### src/rtl/int_xbar_pkg.sv
// -----------------------------------------------------------------------------
// int_xbar_pkg
// Shared types and helpers for the interrupt crossbar.
//   int_mode_e  : per-source capture mode (level or rising edge)
//   idx_width() : claim index width, clog2 with a floor of 1
//   lowest_set(): index of the lowest set bit of a 64-bit vector (0 if none)
// -----------------------------------------------------------------------------
package int_xbar_pkg;

  localparam int MAX_SOURCES = 64;

  typedef enum logic {
    INT_LEVEL = 1'b0,
    INT_EDGE  = 1'b1
  } int_mode_e;

  // A single source still needs a 1-bit index port.
  function automatic int idx_width(input int n);
    return (n <= 2) ? 1 : $clog2(n);
  endfunction

  // Scans from the top down so the last hit is the lowest index; this
  // makes index 0 the highest priority.
  function automatic int lowest_set(input logic [MAX_SOURCES-1:0] v);
    int idx;
    idx = 0;
    for (int i = MAX_SOURCES - 1; i >= 0; i--) begin
      if (v[i]) idx = i;
    end
    return idx;
  endfunction

endpackage

### src/rtl/int_sync_cell.sv
// -----------------------------------------------------------------------------
// int_sync_cell
// One interrupt source: synchroniser chain, optional rising-edge detection,
// pending flop and sticky overrun flag.
//   clock    : sole clock, rising edge
//   reset    : synchronous, active-low
//   raw      : raw interrupt input (asynchronous when SYNC_STAGES > 0)
//   clr      : claim of this source accepted this cycle
//   pending  : registered pending state
//   lost     : sticky overrun (edge mode only, constant 0 in level mode)
// Level mode: pending follows the synchronised input; clr is ignored because
// the source itself owns deassertion.
// Edge mode: a rising edge sets pending; clr drops it unless a new edge
// arrives in the same cycle (the new edge wins). An edge arriving while the
// previous one is still unclaimed sets lost until the next claim.
// -----------------------------------------------------------------------------
module int_sync_cell
  import int_xbar_pkg::*;
#(
  parameter int        SYNC_STAGES = 2,
  parameter int_mode_e MODE        = INT_LEVEL
) (
  input  logic clock,
  input  logic reset,
  input  logic raw,
  input  logic clr,
  output logic pending,
  output logic lost
);

  logic s;

  // ---------------------------------------------------------------------------
  // Synchroniser
  // ---------------------------------------------------------------------------
  generate
    if (SYNC_STAGES == 0) begin : g_nosync
      assign s = raw;
    end else begin : g_sync
      logic [SYNC_STAGES-1:0] chain;

      always_ff @(posedge clock) begin
        if (!reset) begin
          chain <= '0;
        end else begin
          chain[0] <= raw;
          for (int k = 1; k < SYNC_STAGES; k++) begin
            chain[k] <= chain[k-1];
          end
        end
      end

      assign s = chain[SYNC_STAGES-1];
    end
  endgenerate

  // ---------------------------------------------------------------------------
  // Capture
  // ---------------------------------------------------------------------------
  generate
    if (MODE == INT_EDGE) begin : g_edge
      logic s_d;
      logic rise;

      always_ff @(posedge clock) begin
        if (!reset) s_d <= 1'b0;
        else        s_d <= s;
      end

      // After reset s_d is 0, so an input held high through reset yields
      // exactly one edge once the synchroniser fills.
      assign rise = s & ~s_d;

      always_ff @(posedge clock) begin
        if (!reset) begin
          pending <= 1'b0;
          lost    <= 1'b0;
        end else begin
          pending <= rise | (pending & ~clr);
          lost    <= (rise & pending & ~clr) | (lost & ~clr);
        end
      end
    end else begin : g_level
      // Claims of a level source are pure acknowledgements.
      logic unused_clr;
      assign unused_clr = clr;

      always_ff @(posedge clock) begin
        if (!reset) pending <= 1'b0;
        else        pending <= s;
      end

      assign lost = 1'b0;
    end
  endgenerate

endmodule

### src/rtl/int_xbar_sync.sv
// -----------------------------------------------------------------------------
// int_xbar_sync
// Interrupt combining crossbar: NUM_IN sources are synchronised, captured as
// level or rising-edge pending, and presented with a fixed-priority claim
// port (lowest index wins).
//   clock        : sole clock, rising edge
//   reset        : synchronous, active-low
//   auto_int_in  : raw interrupt sources
//   int_mask     : 1 = source may be claimed (does not gate capture/output)
//   auto_int_out : registered pending vector
//   claim_valid  : some source is pending and enabled
//   claim_idx    : lowest pending-and-enabled index, 0 when claim_valid=0
//   claim_ready  : consumer accepts the current claim
//   lost         : sticky overrun flags (edge-mode sources only)
//
// Claim handshake: claim_valid/claim_idx are combinational from pending and
// int_mask only, never from claim_ready. A claim is taken on a rising clock
// edge where claim_valid && claim_ready; that edge clears the claimed edge
// source, and claim_idx moves to the next candidate in the following cycle.
// claim_ready may be held high with claim_valid low; nothing happens.
// -----------------------------------------------------------------------------
module int_xbar_sync
  import int_xbar_pkg::*;
#(
  parameter  int                NUM_IN      = 5,
  parameter  int                SYNC_STAGES = 2,
  parameter  logic [NUM_IN-1:0] EDGE_MASK   = '0,
  localparam int                IDX_W       = idx_width(NUM_IN)
) (
  input  logic              clock,
  input  logic              reset,
  input  logic [NUM_IN-1:0] auto_int_in,
  input  logic [NUM_IN-1:0] int_mask,
  output logic [NUM_IN-1:0] auto_int_out,
  output logic              claim_valid,
  output logic [IDX_W-1:0]  claim_idx,
  input  logic              claim_ready,
  output logic [NUM_IN-1:0] lost
);

  logic [NUM_IN-1:0]      pending;
  logic [NUM_IN-1:0]      req;
  logic [NUM_IN-1:0]      clr;
  logic [MAX_SOURCES-1:0] req_ext;
  logic                   fire;

  // ---------------------------------------------------------------------------
  // Per-source cells
  // ---------------------------------------------------------------------------
  generate
    for (genvar i = 0; i < NUM_IN; i++) begin : g_src
      int_sync_cell #(
        .SYNC_STAGES (SYNC_STAGES),
        .MODE        (EDGE_MASK[i] ? INT_EDGE : INT_LEVEL)
      ) u_cell (
        .clock   (clock),
        .reset   (reset),
        .raw     (auto_int_in[i]),
        .clr     (clr[i]),
        .pending (pending[i]),
        .lost    (lost[i])
      );
    end
  endgenerate

  assign auto_int_out = pending;

  // ---------------------------------------------------------------------------
  // Claim arbitration
  // ---------------------------------------------------------------------------
  assign req         = pending & int_mask;
  assign req_ext     = MAX_SOURCES'(req);
  assign claim_valid = |req;
  // lowest_set() returns 0 for an empty vector, so claim_idx is 0 when idle.
  assign claim_idx   = IDX_W'(lowest_set(req_ext));
  assign fire        = claim_valid & claim_ready;

  always_comb begin
    clr = '0;
    for (int i = 0; i < NUM_IN; i++) begin
      clr[i] = fire && (claim_idx == IDX_W'(i));
    end
  end

endmodule

### config.mk
export PLATFORM = sky130hd
export DESIGN_NAME = int_xbar_sync
export DESIGN_NICKNAME = d
export VERILOG_FILES = /design/src/rtl/int_xbar_pkg.sv /design/src/rtl/int_sync_cell.sv /design/src/rtl/int_xbar_sync.sv
export SDC_FILE = /design/constraint.sdc
export NUM_CORES = 1
export LEC_CHECK = 0
export CAP_MARGIN = 25
export CORE_MARGIN = 10
export CORE_UTILIZATION = 40
export DETAILED_ROUTE_END_ITERATION = 10
export PLACE_DENSITY = 0.86
export SLEW_MARGIN = 25
export SYNTH_ARGS = -nofsm -noshare
export SYNTH_HDL_FRONTEND = slang
export SYNTH_SLANG_ARGS = --single-unit
### constraint.sdc
create_clock -name clock -period 2.25 [get_ports clock]
set_input_delay 0.225 -clock clock [delete_from_list [all_inputs] [get_ports clock]]
set_output_delay 0.225 -clock clock [all_outputs]
set_load 0.1 [all_outputs]
==> flow_summary.yaml <==
clocking:
  cts_root_buf: "clkbuf_4"
  htreeDepth: 1
  cts_buffers: 3
  clkSlewWorstSetupHoldPaths_ps: 80
  post_cts_buffers: 0
  cts_tree: "yes"
  cts_buffer_depth: 2
  cts_sinks: 15
  ctsResizeCount: 0
  worst_skew_pair.late_latency_ps: 280
  holdBufCountCts: 0
placement:
  detailedPlace.worstSlack_ps: 662
  dp_cells: 79
  port-buffer-count: 20
  gp_congestion: 0.699
  dp_hpwl_um: 765
yosys:
  synth_top_area_share_pct: 55.2
  netlist_top_cells_area: "dfxtp_1 (55%), and2_1 (17%), buf_4 (14%)"
  post_synth_num_cell_types: 13
  synth-seq-cells: 15
  netlist_area_um2: 544
  avgSynthCellArea_um2: 10.7
  syn_inst: 51
  yosysWarnings: 0
  synth.yosys.seq_area_share_pct: 55.2
  synth_area_leader_cell: "dfxtp_1"
worst_hold_path:
  hold_path_class: "flop to flop"
  hold_depth: 1
  min-delay-start: "g_src[4].u_cell.g_sync.chain[0]"
  hold_end: "g_src[4].u_cell.g_sync.chain[1]"
cells_and_area:
  area_delta_synth_final_pct: 38.4
  stdcell_count: 83
  nFillCells: 112
  diodes: 0
  post-route-util_pct: 58.6
  nets: 82
  drive_gt1_share_pct: 22.1
die:
  ios: 27
  dieWidth_um: 56.9
  fp.coreArea_um2: 1280
  initial_utilization_pct: 42.4
  die_h_um: 56.9
  rows: 13
  die_area_um2: 3240
sta:
  setup-violations-final: 0
  fmax_mhz: 633
  tns_ps: 0
  slew_violations: 0
  final.setup.worst_slack_ps: 671
  grt_setup_unrepaired: "false"
  fin_crit_ps: 1580
  hold_viol_final: 0
  post-route-period-util_pct: 70.2
  finClkSkew_ps: 1.52
route:
  wl_per_cell_um: 11.1
  routed_wl_um: 918
  drc: 0
  vias: 366
  drt_iter0_drc: 2
  viasPerCell: 4.41
  dr.pass1.iters: 2
  postRouteAntennaNets: 0
setup_path:
  start_kind: "input port"
  crit_fanout: 3
  r2r_slack_ps: 1700
  reg2reg_depth: 1
  crit_type: "input port to output pin"
  endpoint_kind: "output pin"
  required_ps: 2030
  r2r_end: "g_src[2].u_cell.g_sync.chain[1]"
  critPathArrivalTime_ps: 1350
  r2r_start: "g_src[2].u_cell.g_sync.chain[0]"
power:
  ir_drop_mv: 0.367
  p_int_uw: 379
  power.share.sequential_pct: 50.8
  p_sw_share_pct: 31.0
  p_total_uw: 549
  p_switching_uw: 170
  comb_power_share_pct: 22.5
  p_per_area_nw_per_um2: 729
  p_leak_uw: 0.000324
  clkPwrFrac_pct: 26.7
global_route:
  grt_max_degree: 16
  grt_pass1_wl_um: 1520
  antenna_found_initial: 0
  track_usage_pct: 5.88
  grt_pass1_vias: 360
  overflow: 0
run_status:
  status: "finished clean"
job:
  cap_violations: 0
-- placed cells by master, fill, tap and decap left out --
cell,n
clkdlybuf4s50_1,11
a21oi_1,1
nand3b_1,1
and2_1,15
a22oi_2,1
clkinv_2,1
buf_4,5
dfxtp_1,15
clkbuf_4,3
nor3b_2,1
buf_12,4
a22o_1,1
a32oi_1,1
conb_1,5
nor2_1,1
nand2_1,2
-- synthesized netlist by cell type --
cell       n
and2_1    15
dfxtp_1   15
buf_4     10
nand2_1    2
a21oi_1    1
a22o_1     1
a22oi_2    1
a32oi_1    1
buf_2      1
conb_1     1
nand3b_1   1
nor2_1     1
nor3b_2    1
-- power groups by stage --
stage               logic, uW  registers, uW  clock network (uW)
detailed placement        124            286                   0
CTS                       124            279                 155
global placement          123            285                   0
finish                    124            279                 146
global route              129            281                 166
floorplan                96.3            285                   0
-- registers in the layout, indices dropped and copies added (netlist names) --
register                   cells
g_src.u_cell.g_sync.chain     10
g_src.u_cell.pending           5
-- per-layer routing --
metal | wire [um] | global-route usage (%) | vias up
met4 | 25 | 5.03 | 0
li1 | - | - | 179
met1 | 363 | 5.63 | 158
met3 | 184 | 4.72 | 4
met2 | 345 | 7.91 | 25
met5 | 0 | 0 | -
-- worst max-delay path by stage --
stage | start | endpoint | depth (start not counted)
floorplan | g_src[2].u_cell.pending | claim_idx[0] | 3
global placement | int_mask[2] | claim_idx[2] | 4
detailed placement | int_mask[2] | claim_idx[2] | 4
CTS | int_mask[2] | claim_idx[2] | 4
global route | int_mask[2] | claim_idx[2] | 4
finish | int_mask[2] | claim_idx[2] | 4
-- cell families (layout without fill, tap and decap cells) --
kind of cell	Yosys count	after routing	share of synthesized area (%)
flip-flops	15	15	55.2
AO/OA/AOI/OAI	4	4	6.44
buffers and inverters	11	24	14.7
other	1	5	0.689
AND/OR/NAND/NOR	20	20	23.0
-- critical path, stage by stage --
cell	delay [ps]
clkdlybuf4s50_1	430
a22oi_2	220
nor3b_2	270
buf_12	210
-- cell type report --
cell class,instances,area [um^2],share of cell area (%)
sequential,15,300,39.9
tap,15,18.8,2.49
clock buffer,3,22.5,2.99
timing repair buffer,20,228,30.2
multi-input combinational,29,179,23.8
clock inverter,1,5.00,0.664
-- stage by stage --
stage / hold WS [ps] / cell area [um^2]
CTS: 438 / 753
detailed placement: 419 / 726
global route: 448 / 753
finish: 433 / 753
floorplan: 347 / 559
global placement: 408 / 726
(Power assumes the default switching activity.)
